File: src/rtl/irs_block_allocator_pkg.sv
// rtl/irs_block_allocator_pkg.sv - shared types and defaults for the IRS block allocator
package irs_block_allocator_pkg;

    localparam int NUM_BLOCKS_DEF  = 128;
    localparam int BLOCK_BITS_DEF  = 7;
    localparam int MAX_TRIG_BLOCKS = 15;

    typedef enum logic [1:0] {
        ST_INIT  = 2'd0,
        ST_IDLE  = 2'd1,
        ST_ALLOC = 2'd2
    } alloc_state_t;

    function automatic int clogb2(input int value);
        int result;
        result = 0;
        while ((1 << result) < value) result++;
        return result;
    endfunction

    localparam int NBLK_BITS = clogb2(MAX_TRIG_BLOCKS + 1);

endpackage

File: src/rtl/irs_block_allocator_if.sv
// rtl/irs_block_allocator_if.sv - trigger, grant and return signals of the block allocator
interface irs_block_allocator_if #(
    parameter int BLOCK_BITS = irs_block_allocator_pkg::BLOCK_BITS_DEF
);
    import irs_block_allocator_pkg::*;

    logic                  trig_i;
    logic [NBLK_BITS-1:0]  trig_nblocks_i;
    logic                  dead_i;
    logic                  block_req_o;
    logic [BLOCK_BITS-1:0] block_addr_o;
    logic                  done_valid_i;
    logic [BLOCK_BITS-1:0] done_addr_i;
    logic                  block_done_o;
    logic                  trig_dropped_o;
    logic                  err_o;
    logic [BLOCK_BITS:0]   free_count_o;
    logic                  busy_o;

    modport master (
        output trig_i, trig_nblocks_i, dead_i, done_valid_i, done_addr_i,
        input  block_req_o, block_addr_o, block_done_o, trig_dropped_o, err_o, free_count_o, busy_o
    );

    modport slave (
        input  trig_i, trig_nblocks_i, dead_i, done_valid_i, done_addr_i,
        output block_req_o, block_addr_o, block_done_o, trig_dropped_o, err_o, free_count_o, busy_o
    );

endinterface

File: src/rtl/irs_free_list_fifo.sv
// rtl/irs_free_list_fifo.sv - free-list FIFO of block addresses, head readable combinationally
module irs_free_list_fifo
    import irs_block_allocator_pkg::*;
#(
    parameter int DEPTH = NUM_BLOCKS_DEF,
    parameter int WIDTH = clogb2(DEPTH)
) (
    input  logic                      clk_i,
    input  logic                      rst_i,
    input  logic                      push,
    input  logic [WIDTH-1:0]          push_data,
    input  logic                      pop,
    output logic [WIDTH-1:0]          head,
    output logic [clogb2(DEPTH):0]    count,
    output logic                      empty,
    output logic                      full
);
    localparam int AW = clogb2(DEPTH);

    logic [WIDTH-1:0] mem [DEPTH];
    logic [AW-1:0]    wr_ptr_q, rd_ptr_q;
    logic [AW:0]      count_q;
    logic             do_push, do_pop;

    assign empty   = (count_q == '0);
    assign full    = (count_q == (AW+1)'(DEPTH));
    assign do_pop  = pop && !empty;
    // A full FIFO still takes a push when a pop frees a slot in the same cycle.
    assign do_push = push && (!full || do_pop);
    assign head    = mem[rd_ptr_q];
    assign count   = count_q;

    always_ff @(posedge clk_i) begin
        if (do_push) mem[wr_ptr_q] <= push_data;
    end

    always_ff @(posedge clk_i or negedge rst_i) begin
        if (!rst_i) begin
            wr_ptr_q <= '0;
            rd_ptr_q <= '0;
            count_q  <= '0;
        end else begin
            if (do_push) wr_ptr_q <= wr_ptr_q + AW'(1);
            if (do_pop)  rd_ptr_q <= rd_ptr_q + AW'(1);
            case ({do_push, do_pop})
                2'b10:   count_q <= count_q + (AW+1)'(1);
                2'b01:   count_q <= count_q - (AW+1)'(1);
                default: count_q <= count_q;
            endcase
        end
    end

endmodule

File: src/rtl/irs_block_allocator.sv
// rtl/irs_block_allocator.sv - grants IRS storage blocks per trigger and reclaims them after readout
module irs_block_allocator
    import irs_block_allocator_pkg::*;
#(
    parameter int NUM_BLOCKS = NUM_BLOCKS_DEF,
    parameter int BLOCK_BITS = clogb2(NUM_BLOCKS)
) (
    input  logic                 clk_i,
    input  logic                 rst_i,
    irs_block_allocator_if.slave bus
);
    alloc_state_t          state_q, state_d;
    logic [BLOCK_BITS-1:0] init_cnt_q, fifo_wdata, fifo_head;
    logic [BLOCK_BITS:0]   fifo_count;
    logic [NBLK_BITS-1:0]  remain_q;
    logic fifo_push, fifo_pop, fifo_empty, fifo_full;
    logic trig_zero, trig_ok, ret_ok, ret_err, init_last, alloc_last;
    logic dropped_q, done_q, err_q, busy_q;

    assign init_last  = (init_cnt_q == BLOCK_BITS'(NUM_BLOCKS - 1));
    assign alloc_last = (remain_q == NBLK_BITS'(1));
    assign trig_zero  = bus.trig_i && (state_q == ST_IDLE) && (bus.trig_nblocks_i == '0);
    // Grants are all-or-nothing: a trigger wanting more than is free is refused outright.
    assign trig_ok    = bus.trig_i && (state_q == ST_IDLE) && !bus.dead_i && !trig_zero
                        && ((BLOCK_BITS+1)'(bus.trig_nblocks_i) <= fifo_count);
    assign ret_ok     = bus.done_valid_i && (state_q != ST_INIT) && !fifo_full;
    assign ret_err    = bus.done_valid_i && !ret_ok;

    always_ff @(posedge clk_i or negedge rst_i) begin
        if (!rst_i) state_q <= ST_INIT;
        else        state_q <= state_d;
    end

    always_comb begin
        state_d = state_q;
        case (state_q)
            ST_INIT:  if (init_last)  state_d = ST_IDLE;
            ST_IDLE:  if (trig_ok)    state_d = ST_ALLOC;
            ST_ALLOC: if (alloc_last) state_d = ST_IDLE;
            default:                  state_d = ST_INIT;
        endcase
    end

    // Pop in ALLOC and push of returns share the FIFO; a pushed address lands at the tail.
    always_comb begin
        bus.block_req_o  = 1'b0;
        bus.block_addr_o = '0;
        fifo_pop         = 1'b0;
        fifo_push        = ret_ok;
        fifo_wdata       = bus.done_addr_i;
        case (state_q)
            ST_INIT: begin
                fifo_push  = 1'b1;
                fifo_wdata = init_cnt_q;
            end
            ST_ALLOC: begin
                fifo_pop         = !fifo_empty;
                bus.block_req_o  = !fifo_empty;
                bus.block_addr_o = fifo_head;
            end
            default: ;
        endcase
    end

    always_ff @(posedge clk_i or negedge rst_i) begin
        if (!rst_i) begin
            init_cnt_q <= '0;
            remain_q   <= '0;
            dropped_q  <= 1'b0;
            done_q     <= 1'b0;
            err_q      <= 1'b0;
            busy_q     <= 1'b0;
        end else begin
            if (state_q == ST_INIT) init_cnt_q <= init_cnt_q + BLOCK_BITS'(1);
            if (trig_ok)                  remain_q <= bus.trig_nblocks_i;
            else if (state_q == ST_ALLOC) remain_q <= remain_q - NBLK_BITS'(1);
            dropped_q <= bus.trig_i && !trig_ok;
            done_q    <= ret_ok;
            err_q     <= err_q | trig_zero | ret_err;
            busy_q    <= (state_d != ST_IDLE);
        end
    end

    assign bus.trig_dropped_o = dropped_q;
    assign bus.block_done_o   = done_q;
    assign bus.err_o          = err_q;
    assign bus.busy_o         = busy_q;
    assign bus.free_count_o   = fifo_count;

    irs_free_list_fifo #(
        .DEPTH (NUM_BLOCKS),
        .WIDTH (BLOCK_BITS)
    ) u_free_list (
        .clk_i     (clk_i),
        .rst_i     (rst_i),
        .push      (fifo_push),
        .push_data (fifo_wdata),
        .pop       (fifo_pop),
        .head      (fifo_head),
        .count     (fifo_count),
        .empty     (fifo_empty),
        .full      (fifo_full)
    );

endmodule

File: src/flat_wrapper.sv
// flat-port wrapper written by rule: the top's interface ports become plain ports
module irs_block_allocator_flat import irs_block_allocator_pkg::*;
#(
    parameter int NUM_BLOCKS = NUM_BLOCKS_DEF,
    parameter int BLOCK_BITS = clogb2(NUM_BLOCKS)
)
  (clk_i, rst_i, bus_trig_i, bus_trig_nblocks_i, bus_dead_i, bus_done_valid_i, bus_done_addr_i, bus_block_req_o, bus_block_addr_o, bus_block_done_o, bus_trig_dropped_o, bus_err_o, bus_free_count_o, bus_busy_o);
  irs_block_allocator_if #(.BLOCK_BITS(BLOCK_BITS)) bus_i ();
  input  logic clk_i;
  input  logic rst_i;
  input wire logic [$bits(bus_i.trig_i)-1:0] bus_trig_i;
  input wire logic [$bits(bus_i.trig_nblocks_i)-1:0] bus_trig_nblocks_i;
  input wire logic [$bits(bus_i.dead_i)-1:0] bus_dead_i;
  input wire logic [$bits(bus_i.done_valid_i)-1:0] bus_done_valid_i;
  input wire logic [$bits(bus_i.done_addr_i)-1:0] bus_done_addr_i;
  output wire logic [$bits(bus_i.block_req_o)-1:0] bus_block_req_o;
  output wire logic [$bits(bus_i.block_addr_o)-1:0] bus_block_addr_o;
  output wire logic [$bits(bus_i.block_done_o)-1:0] bus_block_done_o;
  output wire logic [$bits(bus_i.trig_dropped_o)-1:0] bus_trig_dropped_o;
  output wire logic [$bits(bus_i.err_o)-1:0] bus_err_o;
  output wire logic [$bits(bus_i.free_count_o)-1:0] bus_free_count_o;
  output wire logic [$bits(bus_i.busy_o)-1:0] bus_busy_o;
  assign bus_i.trig_i = bus_trig_i;
  assign bus_i.trig_nblocks_i = bus_trig_nblocks_i;
  assign bus_i.dead_i = bus_dead_i;
  assign bus_i.done_valid_i = bus_done_valid_i;
  assign bus_i.done_addr_i = bus_done_addr_i;
  assign bus_block_req_o = bus_i.block_req_o;
  assign bus_block_addr_o = bus_i.block_addr_o;
  assign bus_block_done_o = bus_i.block_done_o;
  assign bus_trig_dropped_o = bus_i.trig_dropped_o;
  assign bus_err_o = bus_i.err_o;
  assign bus_free_count_o = bus_i.free_count_o;
  assign bus_busy_o = bus_i.busy_o;
  irs_block_allocator #(.NUM_BLOCKS(NUM_BLOCKS), .BLOCK_BITS(BLOCK_BITS)) u_core (.clk_i(clk_i), .rst_i(rst_i), .bus(bus_i));
endmodule
File: config.mk
export PLATFORM = sky130hd
export DESIGN_NAME = irs_block_allocator_flat
export DESIGN_NICKNAME = d
export VERILOG_FILES = /design/src/rtl/irs_block_allocator_pkg.sv /design/src/rtl/irs_block_allocator_if.sv /design/src/rtl/irs_free_list_fifo.sv /design/src/rtl/irs_block_allocator.sv /design/src/flat_wrapper.sv
export SDC_FILE = /design/constraint.sdc
export NUM_CORES = 1
export LEC_CHECK = 0
export ABC_AREA = 1
export CAP_MARGIN = 20
export CELL_PAD_IN_SITES_DETAIL_PLACEMENT = 1
export CELL_PAD_IN_SITES_GLOBAL_PLACEMENT = 2
export CORE_MARGIN = 5
export CORE_UTILIZATION = 45
export CTS_BUF_LIST = sky130_fd_sc_hd__clkbuf_8
export CTS_CLUSTER_DIAMETER = 60
export CTS_CLUSTER_SIZE = 30
export DETAILED_ROUTE_END_ITERATION = 12
export PLACE_DENSITY_LB_ADDON = 0.1
export SYNTH_ARGS = -nofsm -noshare
export SYNTH_HDL_FRONTEND = slang
export SYNTH_SLANG_ARGS = --single-unit
File: constraint.sdc
create_clock -name clk_i -period 8.2 [get_ports clk_i]
set_clock_uncertainty 0.15 [all_clocks]
set_input_delay 2.05 -clock clk_i [delete_from_list [all_inputs] [get_ports clk_i]]
set_output_delay 2.05 -clock clk_i [all_outputs]
set_load 0.005 [all_outputs]
==> metrics.cfg, run 1 <==
[place]
place_hpwl_mm=69.90
place_inst=4629
portBuffers=35
gp_congestion=0.8510

[route]
wl_mm=115.3
dr.pass1.iters=5
drc=0
via_count=26294
routed-wl-met3_mm=5.254
ant_nets=0
wl_per_cell_um=24.16
via_per_inst=5.509
met2_length_mm=54.97
drtIter0Drc=2205
wl_met1_mm=52.17
top_layer_used=met4

[floorplan]
die_w_um=306.8
core_um2=87160
std_cell_rows=108
die_h_um=306.8
io_pins=36
die-area_um2=94110
initial_core_util_pct=45.47

[grt]
antenna_found_initial=3
grt_pass1_wl_mm=173.3
grt_overflow=0
track_usage_pct=24.23
grt_max_degree=214
grt_pass1_vias=27255

[sta]
max_slew_margin_pct=24.33
rsz0062_at_grt=no
hold_slack_ns=0.3382
fin_crit_ns=6.985
fmaxAchievable_mhz=143.2
period_share_pct=85.18
hold_viol=0
worst-slew-pin-transition_ns=1.135
fin_setup_tns_ns=0
finalSetupViolations=0
slew_violations=0

[final_layout]
final_cell_mix=896 x edfxtp_1, 741 x nor2_1, 741 x nand2_1
drive_gt1_share_pct=5.723
area_delta_synth_final_pct=7.602
final_common_cell=edfxtp_1
final_nets=3581
fin_util_pct=48.93
final_cells=4773
fillers=9395

[clock_network]
hold_buffers=0
cts_resized=0
htreeDepth=3
clkTransAtPathRegs_ns=0.10
clockRootBuffer=clkbuf_8
cts_made_buffers=76
post_cts_buffers=0
cts_tree=yes
cts.sink_count=935
clk-insertion-delay-late_ns=0.72
cts_buffer_depth=3

[synth]
synth.avg_cell_area_um2=11.02
ys_warn_count=0
syn-instance-count=3597
yosys_register_bits=935
ys.flop_type=edfxtp_1
syn_area_um2=39630
ys_async_sr_fraction_pct=4.171
synth_cell_type_count=38
synth_edf_count=896
yosysSeqAreaShare_pct=70.35
synth_fp_nets=3625

[worst_setup_path]
start_kind=register
critPathArrivalTime_ns=4.78
path_delay_family=buffers and inverters
path_cells=inv_8 -> buf_4 -> buf_4 -> nand2_1 -> nand2_1 -> nand2_1 -> nand3_1 -> nand3_1 -> nand2_1 -> nand2_1 -> nand2_1 -> nor2_1 -> nand2_1 -> nand2_1 -> nor2_1 -> clkdlybuf4s50_1
slowest_stage=inv_8
cpMostUsedCell=nand2_1
max_stage_delay_ns=0.73
cp-end-kind=output port
critPathBufInv=4
cp_max_fo=149
path_class=reg -> out
cp_data_required_time_ns=6.00

[power_and_ir_drop]
vdd_drop_max_v=0.0003520
power.density_nw_per_um2=385.3
leakage_uw=0.01540
p_total_uw=16430

[status]
status=finished, final reports clean

[job]
drv_cap=0

[min_path]
hold_class=reg -> reg

## synth_stat cells, types with 2 or more instances
master | number | share of area, %
a21oi_1 | 31 | 0.39
and3_1 | 5 | 0.079
buf_1 | 11 | 0.10
buf_2 | 86 | 1.1
buf_4 | 35 | 0.66
buf_6 | 18 | 0.51
clkbuf_1 | 48 | 0.45
clkinv_1 | 2 | 0.019
dfrtp_1 | 39 | 2.5
edfxtp_1 | 896 | 68
ha_1 | 12 | 0.38
inv_1 | 208 | 2.0
inv_2 | 3 | 0.028
nand2_1 | 745 | 7.1
nand3_1 | 260 | 3.3
nand3b_1 | 3 | 0.057
nand4_1 | 6 | 0.095
nand4_4 | 3 | 0.16
nor2_1 | 742 | 7.0
nor3_1 | 6 | 0.076
o211ai_1 | 40 | 0.76
o21ai_0 | 302 | 3.8
o21ai_1 | 38 | 0.48
o221ai_1 | 2 | 0.044
o22ai_1 | 19 | 0.30
xnor2_1 | 4 | 0.088
xor2_1 | 22 | 0.49
## flip-flops by register name, summed over array words and instances (netlist names)
register,flops
u_core.u_free_list.mem,896
u_core.u_free_list.count,8
u_core.init_cnt_q,7
u_core.u_free_list.rd_ptr_q,7
u_core.u_free_list.wr_ptr_q,7
u_core.remain_q,4
u_core.state_q,2
u_core.bus.block_done_o,1
u_core.bus.busy_o,1
u_core.bus.err_o,1
u_core.bus.trig_dropped_o,1
## report_power, final
group	internal [uW]	switching (uW)	leakage (uW)
clock	1180	1860	0.000924
combinational	1490	5130	0.00588
sequential	6520	257	0.00859
## area by class of cell
| class | count | area (um2) | share of cell area (%) |
|---|---|---|---|
| flip-flops and latches | 935 | 27890 | 65.40 |
| multi-input cells | 2250 | 9892 | 23.19 |
| well taps | 1155 | 1445 | 3.389 |
| clock buffers | 80 | 1101 | 2.582 |
| inverters | 213 | 812.0 | 1.904 |
| repair buffers | 77 | 753.2 | 1.766 |
| clock inverters | 62 | 750.7 | 1.760 |
| diodes | 1 | 2.502 | 0.005868 |
## metal layers
| layer | up-vias | track usage (%) |
|---|---|---|
| met5 | - | 0 |
| met4 | 0 | 6.282 |
| met3 | 150 | 3.228 |
| met2 | 604 | 40.01 |
| met1 | 13425 | 34.36 |
| li1 | 12115 | - |
## per-stage QoR
| stage | area, um2 | setup WS [ns] |
|---|---|---|
| 2_1_floorplan | 39630 | 0.6623 |
| 3_3_place_gp | 40760 | 2.055 |
| 3_5_place_dp | 40770 | 2.024 |
| 4_1_cts | 42620 | 1.211 |
| 5_1_grt | 42650 | 0.9410 |
| 6_report | 42650 | 1.215 |
## logic make-up after synthesis
logic type	synth area share, %
compound gates	5.884
xor+xnor	0.5745
fa+ha+maj	0.3788
buf+inv	4.874
flops	70.35
simple gates	17.94
## worst paths after layout
kind	cells after the start	startpoint	slack, ns	end
setup / recovery	16	u_core.u_free_list.rd_ptr_q[0]	1.22	bus_block_addr_o[0]
setup reg to reg	6	u_core.state_q[0]	4.12	u_core.u_free_list.mem[76][2]
min in group asynchronous	2	rst_i	1.27	u_core.u_free_list.count[3]
hold reg to reg	1	u_core.bus.err_o	0.34	u_core.bus.err_o
max in group asynchronous	2	rst_i	6.16	u_core.u_free_list.rd_ptr_q[1]
hold / removal	1	u_core.bus.err_o	0.34	u_core.bus.err_o
Power figures use the tool's default switching activity.
==> inputs of run 2 (changes only) <==
--- a/config.mk
+++ b/config.mk
@@ -16,6 +16,7 @@
 export CTS_CLUSTER_SIZE = 30
 export DETAILED_ROUTE_END_ITERATION = 12
 export PLACE_DENSITY_LB_ADDON = 0.1
+export SLEW_MARGIN = 10
 export SYNTH_ARGS = -nofsm -noshare
 export SYNTH_HDL_FRONTEND = slang
 export SYNTH_SLANG_ARGS = --single-unit
==> results of run 2 <==
The final DEF is identical to that of run 1; final timing and power are the same.
